`config.mk`:
```
export PLATFORM = sky130hd
export DESIGN_NAME = seg_scan_ctrl_flat
export DESIGN_NICKNAME = d
export VERILOG_FILES = /design/src/rtl/seg_if.sv /design/src/rtl/seg_scan_ctrl.sv /design/src/flat_wrapper.sv
export SDC_FILE = /design/constraint.sdc
export NUM_CORES = 1
export LEC_CHECK = 0
export ABC_AREA = 1
export ABC_CLOCK_PERIOD_IN_PS = 1700
export BUFFER_PORTS_ARGS = -buffer_cell sky130_fd_sc_hd__buf_2
export CAP_MARGIN = 20
export CORE_AREA = 2 2 123 89
export CTS_BUF_LIST = sky130_fd_sc_hd__clkbuf_4
export DETAILED_ROUTE_END_ITERATION = 10
export DIE_AREA = 0 0 125 91
export GPL_TIMING_DRIVEN = 0
export MAX_ROUTING_LAYER = met4
export PLACE_DENSITY = 0.54
export SYNTH_ARGS = -nofsm -noshare
export SYNTH_HDL_FRONTEND = slang
export SYNTH_SLANG_ARGS = --single-unit
```
`constraint.sdc`:
```
create_clock -name clk -period 1.7 [get_ports clk]
set_input_delay 0.255 -clock clk [delete_from_list [all_inputs] [get_ports clk]]
set_output_delay 0.255 -clock clk [all_outputs]
set_load 0.01 [all_outputs]
```
`src/rtl/seg_if.sv`:
```
// Bus bundle between the CPU write port and the 7-segment scan controller.
// Carries the write strobe, display options and the scanned pin outputs.
interface seg_if;
  logic        wr_en;
  logic [15:0] wr_data;
  logic [3:0]  wr_dp;
  logic        blank_lz;
  logic        pending;
  logic        frame_start;
  logic [11:0] seg_out;

  modport master (
    output wr_en, wr_data, wr_dp, blank_lz,
    input  pending, frame_start, seg_out
  );

  modport slave (
    input  wr_en, wr_data, wr_dp, blank_lz,
    output pending, frame_start, seg_out
  );
endinterface

```
`src/rtl/seg_scan_ctrl.sv`:
```
// 4-digit common-anode 7-segment scan controller.
// Double-buffered hex value, per-slot blanking, optional leading-zero blanking.
module seg_scan_ctrl #(
  parameter int SCAN_DIV  = 50000,
  parameter int BLANK_CYC = 500
) (
  input logic clk,
  input logic rst,
  seg_if.slave bus
);
  localparam int CW = $clog2(SCAN_DIV);

  typedef enum logic {BLANK, SHOW} state_t;

  state_t        state_q, state_d;
  logic [CW-1:0] cnt_q, cnt_d;
  logic [1:0]    idx_q;
  logic [15:0]   active_q, shadow_q;
  logic [3:0]    adp_q, sdp_q;
  logic          pend_q, fs_q;
  logic [11:0]   seg_q, seg_d;
  logic          slot_end, frame_end;
  logic          lz_hit;
  logic [3:0]    nib;

  function automatic logic [6:0] font(input logic [3:0] n);
    logic [7:0] f;
    case (n)
      4'h0: f = 8'hC0;
      4'h1: f = 8'hF9;
      4'h2: f = 8'hA4;
      4'h3: f = 8'hB0;
      4'h4: f = 8'h99;
      4'h5: f = 8'h92;
      4'h6: f = 8'h82;
      4'h7: f = 8'hF8;
      4'h8: f = 8'h80;
      4'h9: f = 8'h90;
      4'hA: f = 8'h88;
      4'hB: f = 8'h83;
      4'hC: f = 8'hC6;
      4'hD: f = 8'hA1;
      4'hE: f = 8'h86;
      default: f = 8'h8E;
    endcase
    return f[6:0];
  endfunction

  assign slot_end  = cnt_q == CW'(SCAN_DIV - 1);
  assign frame_end = slot_end && idx_q == 2'd3;
  assign nib       = active_q[idx_q*4 +: 4];

  always_comb begin
    cnt_d   = slot_end ? '0 : cnt_q + 1'b1;
    state_d = (cnt_d < CW'(BLANK_CYC)) ? BLANK : SHOW;
    lz_hit  = 1'b0;
    unique case (1'b1)
      idx_q == 2'd0: lz_hit = 1'b0;
      idx_q == 2'd1: lz_hit = active_q[15:4] == '0;
      idx_q == 2'd2: lz_hit = active_q[15:8] == '0;
      idx_q == 2'd3: lz_hit = active_q[15:12] == '0;
    endcase
    seg_d = 12'hFFF;
    // a zero-blanked digit suppresses its dp as well
    if (state_q == SHOW && !(bus.blank_lz && lz_hit))
      seg_d = {~(4'b0001 << idx_q), ~adp_q[idx_q], font(nib)};
  end

  always_ff @(posedge clk) begin
    if (rst) begin
      state_q  <= BLANK;
      cnt_q    <= '0;
      idx_q    <= '0;
      active_q <= '0;
      shadow_q <= '0;
      adp_q    <= '0;
      sdp_q    <= '0;
      pend_q   <= 1'b0;
      fs_q     <= 1'b0;
      seg_q    <= 12'hFFF;
    end else begin
      state_q <= state_d;
      cnt_q   <= cnt_d;
      seg_q   <= seg_d;
      fs_q    <= frame_end;
      if (slot_end)
        idx_q <= idx_q + 2'd1;
      // a write landing on the boundary bypasses the shadow
      if (bus.wr_en && frame_end) begin
        active_q <= bus.wr_data;
        adp_q    <= bus.wr_dp;
        shadow_q <= bus.wr_data;
        sdp_q    <= bus.wr_dp;
        pend_q   <= 1'b0;
      end else if (bus.wr_en) begin
        shadow_q <= bus.wr_data;
        sdp_q    <= bus.wr_dp;
        pend_q   <= 1'b1;
      end else if (frame_end && pend_q) begin
        active_q <= shadow_q;
        adp_q    <= sdp_q;
        pend_q   <= 1'b0;
      end
    end
  end

  assign bus.pending     = pend_q;
  assign bus.frame_start = fs_q;
  assign bus.seg_out     = seg_q;
endmodule

```
`src/flat_wrapper.sv`:
```
// flat-port wrapper written by rule: the top's interface ports become plain ports
module seg_scan_ctrl_flat 
#(
  parameter int SCAN_DIV  = 50000,
  parameter int BLANK_CYC = 500
)
  (clk, rst, bus_wr_en, bus_wr_data, bus_wr_dp, bus_blank_lz, bus_pending, bus_frame_start, bus_seg_out);
  seg_if bus_i ();
  input logic clk;
  input logic rst;
  input wire logic [$bits(bus_i.wr_en)-1:0] bus_wr_en;
  input wire logic [$bits(bus_i.wr_data)-1:0] bus_wr_data;
  input wire logic [$bits(bus_i.wr_dp)-1:0] bus_wr_dp;
  input wire logic [$bits(bus_i.blank_lz)-1:0] bus_blank_lz;
  output wire logic [$bits(bus_i.pending)-1:0] bus_pending;
  output wire logic [$bits(bus_i.frame_start)-1:0] bus_frame_start;
  output wire logic [$bits(bus_i.seg_out)-1:0] bus_seg_out;
  assign bus_i.wr_en = bus_wr_en;
  assign bus_i.wr_data = bus_wr_data;
  assign bus_i.wr_dp = bus_wr_dp;
  assign bus_i.blank_lz = bus_blank_lz;
  assign bus_pending = bus_i.pending;
  assign bus_frame_start = bus_i.frame_start;
  assign bus_seg_out = bus_i.seg_out;
  seg_scan_ctrl #(.SCAN_DIV(SCAN_DIV), .BLANK_CYC(BLANK_CYC)) u_core (.clk(clk), .rst(rst), .bus(bus_i));
endmodule
```
# == Yosys cells after proc, flatten, opt, wreduce, memory -nomap -nowiden ==
# Memory sizes are Yosys's and may differ from the RTL's. A register that Yosys moved wholly into a read port is not among the register bits.
# Cells that the tools add are included.
# Widths: inputs -> output; s select.
# classes
n_addsub,2
n_shift,2
eq_ne,5
reduce_logical,16
mux,17
n_lt_le_gt_ge,2
bitwise_logic,3
# ops
cell,n
$mux 16,6
$mux 4,5
$add 16x1->16 const B,1
$eq 16x16->1 const B,1
$lt 16x9->1 const B,1
$shiftx 16x5->4,1
$logic_not 12->1,1
$logic_not 8->1,1
$reduce_bool 2->1,3
$logic_and 1x1->1,5
$eq 2x2->1 const B,2
$logic_not 4->1,1
$mux 1,4
$not 4->4,1
$pmux 1 s4,1
$reduce_or 2->1,2
$shl 1x2->4 const A,1
$lt 2x3->1 const B,1
$add 2x1->2 const B,1
$bmux 1 s2,1
$eq 2x1->1 const B,1
$logic_not 2->1,1
$ne 2x1->1 const B,1
$not 1->1,2
other kinds (2),2
# word_totals
out_inout_bits,14
mem_count,1
regBits,73
word_cells,58
rom_bits,112
input_bits,24
# mem_list
memory,words,width,rd,rd_clocked_by_memory_dff,write_ports,line_no,source
(no name shown),16,7,1,1,0,seg_scan_ctrl.sv:28,case (n)

# == Longest topological paths before layout ==
# Gate-level depths: netlist of run 1.
# logic_depth
word_depth,7
depth_mapped,12
ltp_nobuf,12

# == Least setup slack after synthesis of run 1 ==
# OpenSTA, ideal clock, no wires.
# synth_timing
kind,flip-flop to flip-flop
start,reg u_core.idx_q[1]
end,"reg u_core.seg_q[1], in the netlist u_core.bus.seg_out[1]"
path_slack_ns,-0.002
synth_period_minus_slack_ns,1.702
path_stages_with_launch,10
path_buffers,1
required_ns,1.563
setup_ns,0.137
arrival_time_ns,1.565
cell_sequence,dfxtp_1 -> inv_1 -> ha_1 -> nand3_1 -> nand2_1 -> nand2_1 -> o21ai_0 -> a31oi_1 -> clkbuf_1 -> nand3_1
# synth_via
elab_chain_len,7
elab_cells_between_ends,11
classes_between,3 x eq/ne; 1 x shift; 1 x mux; 1 x bitwise; 5 x reduce/logical
# synth_lines
element,line_no,source
start: declaration,seg_scan_ctrl.sv:17,logic [1:0] idx_q;
start signal: assignment,seg_scan_ctrl.sv:87,idx_q <= idx_q + 2'd1;
$eq 2x2->1 (tied with other cells),seg_scan_ctrl.sv:61,idx_q == 2'd3: lz_hit = active_q[15:12] == '0;
$pmux 1 s4,seg_scan_ctrl.sv:57,unique case (1'b1)
$logic_and 1x1->1,seg_scan_ctrl.sv:65,if (state_q == SHOW && !(bus.blank_lz && lz_hit))
$logic_not 1->1,seg_scan_ctrl.sv:65,
$logic_and 1x1->1,seg_scan_ctrl.sv:65,
$not 1->1 (no source line),-,
$reduce_or 2->1 (no source line),-,
end: declaration,seg_scan_ctrl.sv:21,"logic [11:0] seg_q, seg_d;"
# Several ways; a longest one is shown, not always the timed one.
# A chain may end at the register's enable or synchronous reset.

# == Worst setup path in the final report of run 1 ==
# layout_timing
start,reg u_core.cnt_q[0]
end,reg u_core.active_q[1]
# layout_via
elab_chain_len,5
elab_cells_between_ends,8
classes_between,2 x eq/ne; 1 x mux; 5 x reduce/logical
# layout_lines
element,line_no,source
start: declaration,seg_scan_ctrl.sv:16,"logic [CW-1:0] cnt_q, cnt_d;"
start signal: assignment,seg_scan_ctrl.sv:83,cnt_q <= cnt_d;
$eq 16x16->1 (*),seg_scan_ctrl.sv:49,assign slot_end = cnt_q == CW'(SCAN_DIV - 1);
$logic_and 1x1->1 (*),seg_scan_ctrl.sv:50,assign frame_end = slot_end && idx_q == 2'd3;
$logic_and 1x1->1 (on tied branches),"seg_scan_ctrl.sv:89, seg_scan_ctrl.sv:99",
$ne 2x1->1 (no source line) or $reduce_bool 2->1 (tied branches),-,
$reduce_and 2->1 (no source line),-,
end signal: assignment,seg_scan_ctrl.sv:90,active_q <= bus.wr_data;
end signal: assignment,seg_scan_ctrl.sv:100,active_q <= shadow_q;
end: declaration,seg_scan_ctrl.sv:18,"logic [15:0] active_q, shadow_q;"
# Mark *: on every way between the ends. The rest lies on a longest branch, timed or not.

==> impl_metrics.env, run 1 <==
export IMPL_ys_seq_elements=73
export IMPL_syn_area_um2=3485
export IMPL_critPathMaxFanout=5
export IMPL_endpoint="u_core.active_q[1]$_SDFFE_PP0P_"
export IMPL_drtAntennaViolNets=0
export IMPL_hold_viol=0
export IMPL_grt_usage_pct=16.37
export IMPL_yosys_warnings=0
export IMPL_first_pass_iters=4
export IMPL_r2r_start="u_core.cnt_q[0]$_SDFF_PP0_"
export IMPL_worstPathRequired_ns=2.02
export IMPL_antenna_found_initial=0
export IMPL_finClkSkew_ns=0.01083
export IMPL_mostFrequentLayoutCell="nand2_1"
export IMPL_diodes=0
export IMPL_status="completed"
export IMPL_crit_path_end_kind="flip-flop"
export IMPL_synth_cells=504
export IMPL_final_max_slew_viol_count=0
export IMPL_cts_sinks=73
export IMPL_fillers=1090
export IMPL_crit_arrival_ns=1.95
export IMPL_grt_pass1_vias=3041
export IMPL_synth_seq_area_share_pct=41.94
export IMPL_worstSetupPathType="reg -> reg"
export IMPL_cts_root_buf="clkbuf_4"
export IMPL_worst_ir_drop_vdd_mv=0.3258
export IMPL_seq_area_um2=1484
export IMPL_cts_tree="yes"
export IMPL_synth_distinct_cells=31
export IMPL_grt_pass1_wl_mm=14.50
export IMPL_io_buffers=35
export IMPL_die_width_um=125
export IMPL_finalSetupViolCount=0
export IMPL_core_area_um2=10160
export IMPL_rrSetupSlack_ns=0.07
export IMPL_drc=0
export IMPL_gp_congestion=0.8321
export IMPL_boundaryPins=38
export IMPL_drive_gt1_share_pct=20.86
export IMPL_syn_area_per_cell_um2=6.914
export IMPL_crit_start="u_core.cnt_q[0]$_SDFF_PP0_"
export IMPL_vias_per_cell=4.716
export IMPL_multi_input_area_um2=1826
export IMPL_num_rows=31
export IMPL_fin_crit_ns=1.627
export IMPL_holdWs_ns=0.1070
export IMPL_finalSetupTns_ns=0
export IMPL_r2r_cells=10
export IMPL_insertion_delay_ns=0.42
export IMPL_hold_path_class="in -> reg"
export IMPL_fp_dieH_um=91
export IMPL_dieArea_um2=11380
export IMPL_grt_max_degree=13
export IMPL_drtIter0Drc=196
export IMPL_fin_crit_sh_pct=95.73
export IMPL_worstMarginPinSlew_ns=0.5467
export IMPL_p_leak_nw=1.714
export IMPL_hpwl_mm=6.383
export IMPL_htree_num_levels=3
export IMPL_overflow=0
export IMPL_max_slew_margin_pct=63.55
export IMPL_fmax_mhz=614.5
export IMPL_most_common_layout_cells="nand2_1, nor2_1, dfxtp_1"
export IMPL_wl_mm=8.723
export IMPL_syn_nets=540
export IMPL_ctsHoldBuffers=0
export IMPL_reg2reg_to="u_core.active_q[1]$_SDFFE_PP0P_"
export IMPL_clk_pin_slew_worst_paths_ns=0.11
export IMPL_fin_nets=595
export IMPL_clockBufferDepth=2
export IMPL_worst_setup_path_start_kind="flip-flop"
export IMPL_avgRoutedWirePerCell_um=12.59
export IMPL_start_util_pct=34.29
export IMPL_cap_violations=0
export IMPL_dr_total_vias=3268
export IMPL_numCtsBuffers=9
export IMPL_area_delta_synth_final_pct=18.96
export IMPL_p_per_area_nw_per_um2=671.8
export IMPL_rsz0062_at_grt="true"
-- state kept, by name, indices dropped and copies added (netlist names) --
signal / flops
u_core.adp_q: 4
u_core.cnt_q: 16
u_core.bus.seg_out: 12
u_core.idx_q: 2
u_core.sdp_q: 4
u_core.state_q: 1
u_core.shadow_q: 16
u_core.active_q: 16
u_core.bus.frame_start: 1
u_core.bus.pending: 1
-- cell usage after synthesis --
library cell	count	area share [%]
and2_1	2	0.36
o21bai_1	1	0.22
buf_2	3	0.43
a31oi_1	2	0.36
o211ai_1	1	0.22
o211a_1	3	0.86
nor2_1	84	9.0
ha_1	12	4.3
a21oi_2	1	0.25
dfxtp_1	73	42
clkbuf_1	9	0.97
nand2_2	1	0.18
clkinv_1	2	0.22
nor2_4	1	0.32
nand4_1	5	0.90
o21ai_1	14	2.0
a22oi_1	1	0.22
xor2_1	2	0.50
buf_6	3	0.97
inv_1	50	5.4
o21ai_0	24	3.4
nand2_1	111	12
nor2_2	11	2.0
a21oi_1	29	4.2
nand3_2	2	0.57
xnor2_1	2	0.50
nor4_1	1	0.18
buf_1	1	0.11
nor3_1	8	1.1
inv_2	5	0.54
nand3_1	40	5.7
-- metal layers --
layer  track usage, %  vias to the layer above  part of all wire (%)  routed length (um)
met1            22.68                     1479                    54                4700
met4            4.074                        0                  0.72                  63
met5                -                        -                     0                   0
li1                 -                     1722                     -                   -
met3            5.421                        5                   4.4                 381
met2            22.92                       62                    41                3577
-- area by class of cell --
class,instances,share of cell area (%)
inverter,57,5.222
multi-input combinational,358,44.04
tap,132,3.984
clock buffer,10,1.811
timing repair buffer,44,6.248
clock inverter,3,0.2717
buffer,16,2.626
sequential,73,35.80
-- per-stage QoR --
stage	cell area (um2)	cells	worst slack (ns)	util, %	power [mW]
after detailed placement	3826	671	-0.3605	37.65	1.970
final	4145	693	0.07261	40.79	2.785
after global placement	3826	671	-0.3605	37.65	1.965
after floorplan	3486	504	0.08792	-	1.908
after global routing	4145	693	-0.02120	40.79	2.942
after CTS	4008	690	-0.001465	39.44	2.837
-- worst min path at each step --
stage / from / to / slack [ns] / cells past startpoint
floorplan: bus_wr_dp[0] / u_core.sdp_q[0]$_SDFFE_PP0P_ / 0.43 / 2
global placement: u_core.cnt_q[0]$_SDFF_PP0_ / u_core.cnt_q[0]$_SDFF_PP0_ / 0.44 / 1
detailed placement: u_core.shadow_q[2]$_SDFFE_PP0P_ / u_core.shadow_q[2]$_SDFFE_PP0P_ / 0.45 / 2
CTS: bus_wr_dp[0] / u_core.sdp_q[0]$_SDFFE_PP0P_ / 0.08 / 3
global route: bus_wr_data[1] / u_core.shadow_q[1]$_SDFFE_PP0P_ / 0.08 / 3
finish: bus_wr_data[5] / u_core.shadow_q[5]$_SDFFE_PP0P_ / 0.11 / 3
-- critical path, stage by stage, from the launching register on --
cell     delay [ns]
dfxtp_4        0.38
ha_4           0.16
nand3_4        0.12
nor2_4         0.12
nand3_4        0.12
nor2_4         0.19
buf_12         0.13
buf_4          0.11
nand3_1        0.07
nand2_1        0.08
a21oi_2        0.03
-- timing repair --
item,in CTS,in global routing
cloned,0,0
setup endpoints to repair,33,32
resized for setup,16,40
setup buffers,6,3
pin swaps,4,10
-- power by group --
part / total, mW / internal (mW) / switching, mW
Clock: 0.846 / 0.280 / 0.566
Combinational: 0.181 / 0.0668 / 0.114
Sequential: 1.76 / 1.74 / 0.0159
-- cell families (layout without fill, tap and decap cells) --
family                   Yosys count  in the layout  synth area share (%)
flip-flops                        73             73                 41.94
adder cells (fa/ha/maj)           12             12                 4.309
XOR/XNOR                           4              4                 1.006
buffers and inverters             73            130                 8.617
AND/OR/NAND/NOR                  266            266                 32.39
AO/OA/AOI/OAI                     76             76                 11.74
No activity file was read; power rests on OpenSTA's default activity.
==> inputs of run 2 (changes only) <==
Settings changed: ABC_AREA 1 to 0, CORE_AREA 2 2 123 89 to 2 2 126 91, DIE_AREA 0 0 125 91 to 0 0 128 93.
==> run 2 against run 1 <==
Effect of this change:
- the run now ends with negative setup slack left
- sequential power is essentially flat
- final cell count down 6.2%
- synthesized cell count fell by 18%
- synthesized area up 6.0%
- wire length increased by 25%
- utilization up 8.1 points
- non-clock buffer count up 57
- combinational power is 45% higher
- critical path type unchanged
- critical endpoint is now u_core.bus.seg_out[3]$_SDFF_PP1_
==> impl_metrics.env, run 2 <==
export IMPL_slowest_stage="mux4_2"
export IMPL_antenna_found_initial=0
export IMPL_worstSetupPathType="reg -> reg"
export IMPL_path_buf_inv=1
export IMPL_worstPathRequired_ns=2.03
export IMPL_top_regs="u_core.active_q: 16 flops, u_core.cnt_q: 16 flops, u_core.shadow_q: 16 flops"
export IMPL_critPathTopFamily="multiplexers"
export IMPL_grt_pass1_wl_mm=16.99
export IMPL_htree_num_levels=3
export IMPL_crit_start="u_core.idx_q[0]$_SDFFE_PP0N_"
export IMPL_rrSetupSlack_ns=-0.31
export IMPL_insertion_delay_ns=0.45
export IMPL_worst_setup_path_start_kind="flip-flop"
export IMPL_yosys_warnings=0
export IMPL_r2r_cells=5
export IMPL_critPathMaxFanout=5
export IMPL_numCtsBuffers=9
export IMPL_cts_root_buf="clkbuf_4"
export IMPL_mostFrequentLayoutCell="dfxtp_1"
export IMPL_stdcell_area_um2=5241
export IMPL_fp_dieH_um=93
export IMPL_boundaryPins=38
export IMPL_core_area_um2=10730
export IMPL_drtIter0Drc=265
export IMPL_gp_congestion=0.9140
export IMPL_instances_no_fill=650
export IMPL_hp_start="bus_wr_dp[3]"
export IMPL_fin_crit_ns=2.009
export IMPL_hold_viol=0
export IMPL_holdPathStages=3
export IMPL_multi_input_area_um2=2495
export IMPL_cts_tree="yes"
export IMPL_fillers=1017
export IMPL_yosysMostFrequentCell="dfxtp_1"
export IMPL_most_common_layout_cells="dfxtp_1, nor2_1, buf_4"
export IMPL_rsz0062_at_grt="true"
export IMPL_ys_async_sr_fraction_pct=0
export IMPL_hold_path_class="in -> reg"
export IMPL_wl_mm=10.86
export IMPL_synth_ff_type="dfxtp_1"
export IMPL_syn_nets=449
export IMPL_holdPathEnd="u_core.sdp_q[3]$_SDFFE_PP0P_"
export IMPL_crit_arrival_ns=2.34
export IMPL_synth_seq_area_share_pct=39.57
export IMPL_worst_slack_ns=-0.3088
export IMPL_status="complete, but fails checks"
export IMPL_die_width_um=128
export IMPL_p_per_area_nw_per_um2=625.7
export IMPL_ys_seq_elements=73
export IMPL_io_buffers=36
export IMPL_place_area_um2=4094
export IMPL_synth_common_cells="dfxtp_1, nor2_1, nand2_1"
export IMPL_clockBufferDepth=2
export IMPL_avgRoutedWirePerCell_um=16.71
export IMPL_cp_common_cell="mux4_2"
export IMPL_cts_sinks=73
export IMPL_synth_distinct_cells=49
export IMPL_first_pass_iters=6
export IMPL_crit_chain="buf_6 > mux4_2 > ha_2 > mux4_2 > nand2b_4"
export IMPL_seq_area_um2=1499
export IMPL_overflow=0
export IMPL_diodes=0
export IMPL_finalSetupTns_ns=-1.194
export IMPL_dieArea_um2=11900
export IMPL_hpwl_mm=6.937
export IMPL_reg2reg_to="u_core.bus.seg_out[3]$_SDFF_PP1_"
export IMPL_synthTopCellsByArea="dfxtp_1, nor2_1, mux2i_1"
export IMPL_num_rows=32
export IMPL_postLayoutCoreUtil_pct=48.85
export IMPL_syn_area_per_cell_um2=8.943
export IMPL_area_delta_synth_final_pct=41.90
export IMPL_crit_path_end_kind="flip-flop"
export IMPL_power_total_mw=3.279
export IMPL_final_max_slew_viol_count=0
export IMPL_drtAntennaViolNets=0
export IMPL_synth_cells=413
export IMPL_fin_nets=545
export IMPL_fin_crit_sh_pct=118.2
export IMPL_synth_edff_count=0
export IMPL_finClkSkew_ns=0.02630
export IMPL_p_leak_nw=2.032
export IMPL_fmax_mhz=497.8
export IMPL_violations="negative setup slack"
export IMPL_vias_per_cell=5.314
export IMPL_r2r_start="u_core.idx_q[0]$_SDFFE_PP0N_"
export IMPL_finalSetupViolCount=16
export IMPL_drc=0
export IMPL_syn_area_um2=3694
export IMPL_clk_pin_slew_worst_paths_ns=0.13
export IMPL_cap_violations=0
export IMPL_dp_cells=585
export IMPL_worstMarginPinSlew_ns=0.8964
export IMPL_grt_usage_pct=19.06
export IMPL_yosysTopAreaCellShare_pct=39.57
export IMPL_dr_total_vias=3454
export IMPL_grt_pass1_vias=3219
export IMPL_start_util_pct=34.42
export IMPL_worst_ir_drop_vdd_mv=0.3597
export IMPL_synth_area_leader_cell="dfxtp_1"
export IMPL_critPathMaxStageDelay_ns=0.58
export IMPL_max_slew_margin_pct=40.24
export IMPL_drive_gt1_share_pct=44.75
export IMPL_grt_max_degree=13
## run 2: cell count changes after synthesis, sizes merged, moves of 7 or more
| cell | delta |
|---|---|
| o21ai | -31 |
| mux2i | +23 |
| inv | -44 |
| o21a | +13 |
| nand2 | -86 |
| nor4 | +13 |
| nor2 | -34 |
| nand4b | +9 |
| buf | +14 |
| or2 | +9 |
| nor3b | +8 |
| nand3 | -35 |
| xnor2 | +7 |
## run 2: how the worst max path moves through the flow
stage,slack (ns),endpoint,cells after the start
final,-0.31,u_core.bus.seg_out[3]$_SDFF_PP1_,5
after global placement,-0.42,u_core.bus.seg_out[5]$_SDFF_PP1_,8
after CTS,-0.30,u_core.bus.seg_out[3]$_SDFF_PP1_,7
after global routing,-0.37,u_core.bus.seg_out[3]$_SDFF_PP1_,5
after detailed placement,-0.44,u_core.bus.seg_out[6]$_SDFF_PP1_,8
after floorplan,-0.26,u_core.bus.seg_out[3]$_SDFF_PP1_,7
## run 2: what timing repair did
| item | CTS | global route |
|---|---|---|
| buffers inserted | 37 | 18 |
| endpoints found under the setup margin | 44 | 35 |
| gates cloned | 4 | 1 |
| pin swaps | 39 | 29 |
| gates resized for setup | 85 | 56 |
| hold buffers | 0 | 0 |
## run 2: kinds of logic after synthesis
logic type | synth area share [%]
adder cells (fa/ha/maj) | 4.065
XOR/XNOR | 3.083
multiplexers | 10.30
AO/OA/AOI/OAI | 11.75
buffers and inverters | 5.894
AND/OR/NAND/NOR | 25.34
flip-flops | 39.57
## run 2: metrics by stage
stage | hold slack [ns] | worst slack, ns
detailed placement | 0.4725 | -0.4375
global route | 0.04223 | -0.3696
global placement | 0.4663 | -0.4208
finish | 0.04822 | -0.3088
CTS | 0.03650 | -0.3028
floorplan | 0.3802 | -0.2646
## run 2: metal layers
metal	global-route usage, %	wire [um]	vias up
li1	-	-	1664
met4	4.579	148	0
met2	27.27	4656	98
met5	-	0	-
met1	26.95	5433	1679
met3	4.863	622	13
## run 2: layout make-up
cell class	count	share of cell area [%]
Multi-Input combinational cell	296	47.60
Sequential cell	73	28.60
Timing Repair Buffer	92	12.99
Buffer	25	3.557
Tap cell	136	3.247
Clock inverter	6	1.576
Clock buffer	10	1.432
Inverter	12	1.003
## run 2: power by group
part	switching [mW]	internal, mW
Combinational	0.155	0.107
Sequential	0.0199	1.74
Clock	0.656	0.605
## run 2: worst min-delay path, delay by kind of cell
family	cells	cell delay (ns)
buf+inv	1	0.09
mux	1	0.06
simple gates	1	0.07
